==> src/rtl/mem_line_arbiter_pkg.sv <==
// Shared types and default line geometry for the cache-to-RAM line arbiter.
package mem_line_arbiter_pkg;

   localparam int DEF_WORD_WIDTH  = 32;
   localparam int BLK_SIZE        = 128;
   localparam int WORDS_PER_LINE  = BLK_SIZE / DEF_WORD_WIDTH;
   localparam int LINE_ADDR_BITS  = $clog2(WORDS_PER_LINE);

   typedef enum logic [1:0] {
      IDLE  = 2'd0,
      ISSUE = 2'd1,
      RESP  = 2'd2
   } arb_state_e;

   typedef enum logic {
      PORT_I = 1'b0,
      PORT_D = 1'b1
   } mem_port_e;

endpackage

==> src/rtl/mem_line_arbiter.sv <==
// Arbitrates the I-cache and D-cache line ports onto one line-wide RAM port,
// one transaction at a time, with a registered single-cycle RAM read.
// Build option: MEM_ARB_RR_EN selects round-robin arbitration (default is
// fixed D-over-I priority).
//
// state | meaning
// IDLE  | waiting for a request; ready is offered to the granted port
// ISSUE | RAM command presented for one cycle
// RESP  | RAM read data available; response pulse is being registered
module mem_line_arbiter
   import mem_line_arbiter_pkg::*;
#(
   parameter int WORD_WIDTH       = DEF_WORD_WIDTH,
   parameter int RAM_DEPTH        = 32768,
   parameter int CACHE_LINE_WIDTH = BLK_SIZE,
   parameter int ADDR_WIDTH       = 32
)(
   input  logic                          clk_i,
   input  logic                          rst_i,
   input  logic                          prog_busy_i,
   input  logic                          ireq_valid_i,
   output logic                          ireq_ready_o,
   input  logic [ADDR_WIDTH-1:0]         ireq_addr_i,
   output logic                          irsp_valid_o,
   output logic                          irsp_err_o,
   output logic [CACHE_LINE_WIDTH-1:0]   irsp_data_o,
   input  logic                          dreq_valid_i,
   output logic                          dreq_ready_o,
   input  logic [ADDR_WIDTH-1:0]         dreq_addr_i,
   input  logic [CACHE_LINE_WIDTH-1:0]   dreq_wdata_i,
   input  logic [CACHE_LINE_WIDTH/8-1:0] dreq_wstrb_i,
   output logic                          drsp_valid_o,
   output logic                          drsp_err_o,
   output logic [CACHE_LINE_WIDTH-1:0]   drsp_data_o,
   output logic [$clog2(RAM_DEPTH)-1:0]  ram_addr_o,
   output logic [CACHE_LINE_WIDTH-1:0]   ram_wdata_o,
   output logic [CACHE_LINE_WIDTH/8-1:0] ram_wstrb_o,
   output logic                          ram_rd_en_o,
   input  logic [CACHE_LINE_WIDTH-1:0]   ram_rdata_i
);

   localparam int RAM_AW    = $clog2(RAM_DEPTH);
   localparam int LINE_BITS = $clog2(CACHE_LINE_WIDTH / WORD_WIDTH);
   localparam int STRB_W    = CACHE_LINE_WIDTH / 8;
   localparam logic [ADDR_WIDTH:0] RANGE_LIM = (ADDR_WIDTH+1)'(RAM_DEPTH) << 2;

   arb_state_e                  r_state;
   arb_state_e                  w_state_nxt;
   mem_port_e                   r_port;
   logic                        r_wr;
   logic                        r_err;
   logic [RAM_AW-1:0]           r_ram_addr;
   logic [CACHE_LINE_WIDTH-1:0] r_ram_wdata;
   logic [STRB_W-1:0]           r_ram_wstrb;
   logic                        r_ram_rd_en;
   logic                        r_irsp_valid;
   logic                        r_irsp_err;
   logic [CACHE_LINE_WIDTH-1:0] r_irsp_data;
   logic                        r_drsp_valid;
   logic                        r_drsp_err;
   logic [CACHE_LINE_WIDTH-1:0] r_drsp_data;

   logic                        w_prio_d;
   logic                        w_gnt_d;
   logic                        w_gnt_i;
   logic                        w_open;
   logic                        w_accept;
   logic [ADDR_WIDTH-1:0]       w_req_addr;
   logic                        w_req_err;
   logic                        w_req_wr;
   logic [RAM_AW-1:0]           w_req_idx;

`ifdef MEM_ARB_RR_EN
   mem_port_e                   r_last_grant;

   // Remember the last winner so a tie goes to the other port next time.
   always_ff @(posedge clk_i or posedge rst_i) begin
      if (rst_i)         r_last_grant <= PORT_I;
      else if (w_accept) r_last_grant <= w_gnt_d ? PORT_D : PORT_I;
   end

   assign w_prio_d = (r_last_grant == PORT_I);
`else
   assign w_prio_d = 1'b1;
`endif

   assign w_gnt_d      = dreq_valid_i & (~ireq_valid_i | w_prio_d);
   assign w_gnt_i      = ireq_valid_i & ~w_gnt_d;
   assign w_open       = (r_state == IDLE) & ~prog_busy_i;
   assign ireq_ready_o = w_open & w_gnt_i;
   assign dreq_ready_o = w_open & w_gnt_d;
   assign w_accept     = ireq_ready_o | dreq_ready_o;

   assign w_req_addr = w_gnt_d ? dreq_addr_i : ireq_addr_i;
   assign w_req_err  = ({1'b0, w_req_addr} >= RANGE_LIM);
   assign w_req_wr   = w_gnt_d & (|dreq_wstrb_i);
   assign w_req_idx  = {w_req_addr[RAM_AW+1:2+LINE_BITS], {LINE_BITS{1'b0}}};

   // State register.
   always_ff @(posedge clk_i or posedge rst_i) begin
      if (rst_i) r_state <= IDLE;
      else       r_state <= w_state_nxt;
   end

   // Next-state: one fixed three-cycle walk per accepted request.
   always_comb begin
      w_state_nxt = r_state;
      case (r_state)
         IDLE:    if (w_accept) w_state_nxt = ISSUE;
         ISSUE:   w_state_nxt = RESP;
         RESP:    w_state_nxt = IDLE;
         default: w_state_nxt = IDLE;
      endcase
   end

   // Latch the transaction attributes needed again at response time.
   always_ff @(posedge clk_i or posedge rst_i) begin
      if (rst_i) begin
         r_port <= PORT_I;
         r_wr   <= 1'b0;
         r_err  <= 1'b0;
      end else if (w_accept) begin
         r_port <= w_gnt_d ? PORT_D : PORT_I;
         r_wr   <= w_req_wr;
         r_err  <= w_req_err;
      end
   end

   // RAM command is loaded on accept and held only for the ISSUE cycle;
   // out-of-range requests never touch the RAM.
   always_ff @(posedge clk_i or posedge rst_i) begin
      if (rst_i) begin
         r_ram_addr  <= '0;
         r_ram_wdata <= '0;
         r_ram_wstrb <= '0;
         r_ram_rd_en <= 1'b0;
      end else begin
         r_ram_addr  <= '0;
         r_ram_wdata <= '0;
         r_ram_wstrb <= '0;
         r_ram_rd_en <= 1'b0;
         if (w_accept && !w_req_err) begin
            r_ram_addr <= w_req_idx;
            if (w_req_wr) begin
               r_ram_wdata <= dreq_wdata_i;
               r_ram_wstrb <= dreq_wstrb_i;
            end else begin
               r_ram_rd_en <= 1'b1;
            end
         end
      end
   end

   // Single response pulse on the latched port, built from RAM data during RESP.
   always_ff @(posedge clk_i or posedge rst_i) begin
      if (rst_i) begin
         r_irsp_valid <= 1'b0;
         r_irsp_err   <= 1'b0;
         r_irsp_data  <= '0;
         r_drsp_valid <= 1'b0;
         r_drsp_err   <= 1'b0;
         r_drsp_data  <= '0;
      end else begin
         r_irsp_valid <= 1'b0;
         r_irsp_err   <= 1'b0;
         r_irsp_data  <= '0;
         r_drsp_valid <= 1'b0;
         r_drsp_err   <= 1'b0;
         r_drsp_data  <= '0;
         if (r_state == RESP) begin
            if (r_port == PORT_D) begin
               r_drsp_valid <= 1'b1;
               r_drsp_err   <= r_err;
               r_drsp_data  <= (r_wr || r_err) ? '0 : ram_rdata_i;
            end else begin
               r_irsp_valid <= 1'b1;
               r_irsp_err   <= r_err;
               r_irsp_data  <= r_err ? '0 : ram_rdata_i;
            end
         end
      end
   end

   assign ram_addr_o   = r_ram_addr;
   assign ram_wdata_o  = r_ram_wdata;
   assign ram_wstrb_o  = r_ram_wstrb;
   assign ram_rd_en_o  = r_ram_rd_en;
   assign irsp_valid_o = r_irsp_valid;
   assign irsp_err_o   = r_irsp_err;
   assign irsp_data_o  = r_irsp_data;
   assign drsp_valid_o = r_drsp_valid;
   assign drsp_err_o   = r_drsp_err;
   assign drsp_data_o  = r_drsp_data;

endmodule
==> config.mk <==
export PLATFORM = sky130hd
export DESIGN_NAME = mem_line_arbiter
export DESIGN_NICKNAME = d
export VERILOG_FILES = /design/src/rtl/mem_line_arbiter_pkg.sv /design/src/rtl/mem_line_arbiter.sv
export SDC_FILE = /design/constraint.sdc
export NUM_CORES = 1
export LEC_CHECK = 0
export BUFFER_PORTS_ARGS = -buffer_cell sky130_fd_sc_hd__buf_2
export CAP_MARGIN = 10
export CORE_AREA = 2 2 298 300
export DETAILED_ROUTE_END_ITERATION = 7
export DIE_AREA = 0 0 300 302
export SLEW_MARGIN = 20
export SYNTH_ARGS = -nofsm -noshare
export SYNTH_HDL_FRONTEND = slang
export SYNTH_SLANG_ARGS = --single-unit
==> constraint.sdc <==
create_clock -name clk_i -period 14.8 [get_ports clk_i]
set_input_delay 0.74 -clock clk_i [delete_from_list [all_inputs] [get_ports clk_i]]
set_output_delay 0.74 -clock clk_i [all_outputs]
set_load 0.02 [all_outputs]
# ---- Word-level counts from Yosys, hierarchy flattened
# Index checks and enable logic that the tools add are counted.
dict set report word_totals {
  regBits 425
}
dict set report op_classes {
  n_reduce_logical 5
  bitwise 8
  eq_ne 3
  order_cmp 1
  n_mux 25
}
# op n
set ops {}
lappend ops {{2-to-1 mux 128 bit} 8}
lappend ops {{>= comparator 32 x 18 -> 1 bit, second input constant} 1}
lappend ops {{2-to-1 mux 16 bit} 2}
lappend ops {{2-to-1 mux 32 bit} 1}
lappend ops {{OR reduction 16 bit} 1}
lappend ops {{2-to-1 mux 15 bit} 1}
lappend ops {{2-to-1 mux 1 bit} 11}
lappend ops {{AND 1 bit} 5}
lappend ops {{one-hot mux 2 bit (2 select lines)} 1}
lappend ops {{== test 2 x 1 -> 1 bit, second input constant} 1}
lappend ops {{== test 2 bit, second input constant} 1}
lappend ops {{zero test 2 bit} 1}
lappend ops {{2-to-1 mux 2 bit} 1}
lappend ops {{!= test 2 bit, second input constant} 1}
lappend ops {{NOT 1 bit} 2}
lappend ops {{logical AND 1 bit} 1}
lappend ops {{zero test 1 bit} 1}
lappend ops {{logical OR 1 bit} 1}
lappend ops {{bitwise OR 1 bit} 1}

# ---- Longest topological paths before layout
dict set report logic_depth {
  ltp_word 6
  ltp_mapped 8
  ltp_nobuf 4
}

# ---- Least setup slack after synthesis
# Ideal clock, no wire load.
dict set report synth_path {
  kind {input port to output port}
  from {input dreq_valid_i}
  to {output ireq_ready_o}
  slack_ps 12565
  arrival_time_ps 1495
  path_stages 3
  path_cell_list {buf_6 buf_1 nor2_1}
}
dict set report synth_between {
  elab_chain_cells 3
}
# element line
set synth_lines {}
lappend synth_lines {{start, declared} mem_line_arbiter.sv:27} ;# input logic dreq_valid_i,
lappend synth_lines {{NOT 1 bit} mem_line_arbiter.sv:88} ;# assign w_gnt_i = ireq_valid_i & ~w_gnt_d;
lappend synth_lines {{AND 1 bit} mem_line_arbiter.sv:88}
lappend synth_lines {{AND 1 bit} mem_line_arbiter.sv:90} ;# assign ireq_ready_o = w_open & w_gnt_i;
lappend synth_lines {{end, declared} mem_line_arbiter.sv:22} ;# output logic ireq_ready_o,
# Every way passes these cells.

# ---- Worst setup path in the final report
dict set report layout_path {
  from {input dreq_valid_i}
  to {register r_ram_wdata[11], in the netlist ram_wdata_o[11]}
}
dict set report layout_between {
  elab_chain_cells 6
  elab_cells_between_ends 12
  classes_between {order compare: 1; mux: 3; bitwise: 6; reduce/logical: 2}
}
# element line
set layout_lines {}
lappend layout_lines {{parallel branches: the longest is 5 deep, another holds >= comparator 32 x 18 -> 1 bit} --}
lappend layout_lines {{2-to-1 mux 128 bit *} mem_line_arbiter.sv:142} ;# if (w_accept && !w_req_err) begin
lappend layout_lines {{end signal, assigned} mem_line_arbiter.sv:145} ;# r_ram_wdata <= dreq_wdata_i;
lappend layout_lines {{end, declared} mem_line_arbiter.sv:53} ;# logic [CACHE_LINE_WIDTH-1:0] r_ram_wdata;
# Mark *: on every way between the ends.
# A chain may end at the register's enable or synchronous reset.

==> impl_table.tex <==
\begin{tabular}{lr}
\hline
Metric & Value \\
\hline
\multicolumn{2}{l}{\textbf{Run status}} \\
\quad Outcome & finished, final reports clean \\
\multicolumn{2}{l}{\textbf{Job}} \\
\quad Max capacitance violation total & 0 \\
\multicolumn{2}{l}{\textbf{CTS}} \\
\quad Number of levels in the clock H-tree & 2 \\
\quad Worst-skew pair later-pin latency & 0.61 ns \\
\quad Buffer levels on the longest clock path & 3 \\
\quad Number of buffers inserted during clock tree synthesis & 51 \\
\quad Number of buffers added to fix hold violations after cts & 0 \\
\quad Register clock-pin slew on the reported worst setup and hold paths & $\sim$0.060 ns \\
\quad Post-cts repair resize count & 0 \\
\quad Setup repair bufs after CTS & 0 \\
\quad CTS tree & done \\
\quad TritonCTS sink count & roughly 420 \\
\quad Root Buffer Master & clkbuf\_16 \\
\multicolumn{2}{l}{\textbf{Global routing}} \\
\quad Remaining global-route overflow & 0 \\
\quad First-pass GRT wire length & between 70000 and 80000 um \\
\quad GR Util All Layers & between 10\% and 20\% \\
\quad Largest net degree at the start of global routing & around 150 \\
\quad Antenna violations before repair & 14 \\
\quad Number of global-route vias before repair & $\sim$10000 \\
\multicolumn{2}{l}{\textbf{Finish}} \\
\quad Synthesis-to-finish area growth & 48.7\% \\
\quad Final layout net count & slightly above 2000 \\
\quad Most common cell after layout, fill and taps aside & buf\_2 \\
\quad Commonest cells after routing, fill and taps aside & buf\_2, dfrtp\_1, and2\_1, and3\_1, clkbuf\_16 \\
\quad Proportion of layout cells with a drive suffix above 1 & 49.4\% \\
\multicolumn{2}{l}{\textbf{STA}} \\
\quad Setup tns final & 0 ns \\
\quad Max-slew violations & 0 \\
\quad Worst slew margin & around 40\% \\
\quad Achievable clock frequency & about 340 MHz \\
\quad Part of the cycle the worst path needs & around a fifth \\
\quad Unrepaired setup endpoints after global routing & false \\
\quad Clock period minus final worst setup slack & roughly 3 ns \\
\quad Worst path setup slack after routing & approximately 12 ns \\
\quad Number of hold violations in the final report & 0 \\
\quad Slew @ Worst Pin & around 0.90 ns \\
\quad Final worst clock skew & approximately 0.022 ns \\
\quad Number of failing setup endpoints in the final timing report & 0 \\
\multicolumn{2}{l}{\textbf{Place}} \\
\quad Last weighted congestion value of the routability-driven placer & about 0.8 \\
\quad Count of input and output buffers & approximately 750 \\
\quad Setup slack after placement & between 10 and 15 ns \\
\quad Sum of net half-perimeters after detailed placement & 39700 um \\
\multicolumn{2}{l}{\textbf{Yosys}} \\
\quad Yosys cell types & 31 \\
\quad Syn\_area\_per\_cell & 14.6 um\^{}2 \\
\quad Fraction of the mapped netlist area in simple logic gates & 19.7\% \\
\quad Synthesized-area fraction occupied by ao, oa, aoi and oai cells & 0.341\% \\
\quad Post-synthesis adder-cell area fraction & 0\% \\
\quad Fraction of the yosys area taken by sequential cells & 75.8\% \\
\quad Mapped Area & 14000 um\^{}2 \\
\quad Multiplexer fraction of the synthesized cell area & under 10\% \\
\quad Number of synthesized register bits & roughly 420 \\
\quad Gate count after technology mapping & roughly 960 \\
\quad Xor/xnor share of the synthesized area & 0\% \\
\quad Main combinational cell family by area after synthesis & simple AND/OR/NAND/NOR gates \\
\quad Count of warnings emitted by yosys & 0 \\
\multicolumn{2}{l}{\textbf{Floorplan}} \\
\quad Die span in x & approximately 300 um \\
\quad Total Die Area & approximately 91000 um\^{}2 \\
\quad Die extent in y & just over 300 um \\
\quad Starting density of the core & about 16\% \\
\quad Core footprint & about 90000 um\^{}2 \\
\quad Number of placement rows & 109 \\
\quad Top-Level Pins & 763 \\
\multicolumn{2}{l}{\textbf{Worst setup path}} \\
\quad Required time at the worst-slack endpoint & approximately 15 ns \\
\quad Top fanout value on the critical path & 97 \\
\quad Critical path launch point type & input port \\
\quad Crit. End Element & register \\
\quad Arrival @ worst endpoint & between 3 and 4 ns \\
\quad Crit Path Class & input port to register \\
\multicolumn{2}{l}{\textbf{Route}} \\
\quad Starting DRC count in detailed routing & 580 \\
\quad DRC Markers & 0 \\
\quad Aggregate routed wire length & between 50000 and 60000 um \\
\quad Detailed-route wire length per cell & 18.1 um \\
\quad Via count & between 10000 and 15000 \\
\quad Number of iterations in the first detailed-routing pass & 4 \\
\quad Count of antenna-violating nets left after detailed routing & 0 \\
\quad Via-per-instance ratio & about 3.5 \\
\multicolumn{2}{l}{\textbf{Min path}} \\
\quad Tightest Hold Check Type & input port to asynchronous set/reset pin \\
\multicolumn{2}{l}{\textbf{Power}} \\
\quad VDD IR-drop max & around 0.09 mV \\
\quad Standby leakage power & between 0.01 and 0.015 uW \\
\quad Ratio of total power to cell area & between 100 and 150 nW/um\^{}2 \\
\hline
\end{tabular}
==> cell usage after synthesis <==
cell type,n,area share (%)
nor4_1,7,0.31
and3b_1,1,0.063
buf_1,1,0.027
a41oi_1,1,0.063
nor3_2,1,0.072
a21o_1,1,0.054
mux2i_1,13,0.93
inv_2,1,0.027
nor3b_1,1,0.054
nor4b_1,2,0.13
nand2_1,2,0.054
o21a_1,2,0.11
mux2_2,1,0.081
nor4_2,1,0.090
a22o_1,1,0.063
conb_1,1,0.027
nor3_1,2,0.072
buf_12,1,0.14
buf_2,17,0.61
buf_4,2,0.11
o211ai_1,1,0.054
dfrtp_1,423,76
or2_1,1,0.045
nor2b_1,2,0.090
nor2_1,18,0.48
buf_6,18,1.5
inv_1,1,0.027
clkbuf_1,26,0.70
nor3b_2,1,0.090
and3_1,146,6.5
and2_1,259,12
==> final timing paths <==
check	slack, ns	from	depth (start not counted)	to
setup / recovery	11.87	dreq_valid_i	7	ram_wdata_o[11]$_DFF_PP0_
hold / removal	0.21	rst_i	2	irsp_data_o[29]$_DFF_PP0_
setup reg to reg	12.02	r_state[0]$_DFFE_PP0P_	6	ram_wdata_o[11]$_DFF_PP0_
hold reg to reg	0.50	r_state[1]$_DFFE_PP0P_	1	r_state[1]$_DFFE_PP0P_
max in group asynchronous	12.54	rst_i	4	ram_wdata_o[87]$_DFF_PP0_
min in group clk_i	0.34	ram_rdata_i[67]	2	irsp_data_o[67]$_DFF_PP0_
==> metal layers <==
metal / track usage, % / vias to the layer above / share of wire, %
li1: - / 4571 / -
met1: 12.9 / 4968 / 39
met2: 18.4 / 495 / 48
met3: 4.36 / 94 / 9.5
met4: 4.39 / 16 / 3.3
met5: 0 / - / 0.21
==> critical path, cell delays in order <==
cell and delay (ns):
buf_2 0.08, buf_4 0.38, nor4b_1 0.28, a22o_1 0.24, and3_4 0.77, buf_4 0.60, and3_1 0.24
==> logic make-up after synthesis <==
kind of cell    after synthesis
flops                       423
simple gates                444
other cells                   1
buf+inv                      67
compound gates                6
mux                          14
==> cell type report <==
class	count	area, um^2
antenna	6	15.0
clock buffer	70	1510
clock inverter	22	319
fill	9386	66800
inverter	2	15.0
multi-input combinational	466	2970
sequential	423	10600
tap	1165	1460
timing repair buffer	765	3880
==> state kept, by name, summed over array words and instances, names as in the netlist <==
signal	count
r_state	2
r_port	1
irsp_valid_o	1
drsp_valid_o	1
r_err	1
r_wr	1
ram_rd_en_o	1
ram_wstrb_o	16
ram_addr_o	13
ram_wdata_o	128
irsp_data_o	128
drsp_data_o	128
drsp_err_o	1
irsp_err_o	1
==> power breakdown <==
group / switching (uW) / internal [uW]
clock network: 505 / 834
logic: 53.2 / 38.7
registers: 3.04 / 1160
==> through the flow <==
stage,total power (uW),instance area (um^2),util [%],hold slack [ns],instances
floorplan,1210,14000,-,0.448,956
global placement,1280,18900,21.6,0.472,2821
detailed placement,1280,18900,21.6,0.484,2821
CTS,2640,20700,23.7,0.196,2913
global route,2700,20700,23.7,0.217,2914
finish,2590,20800,23.7,0.210,2919
Note: power is estimated with default switching activity, not from simulation.
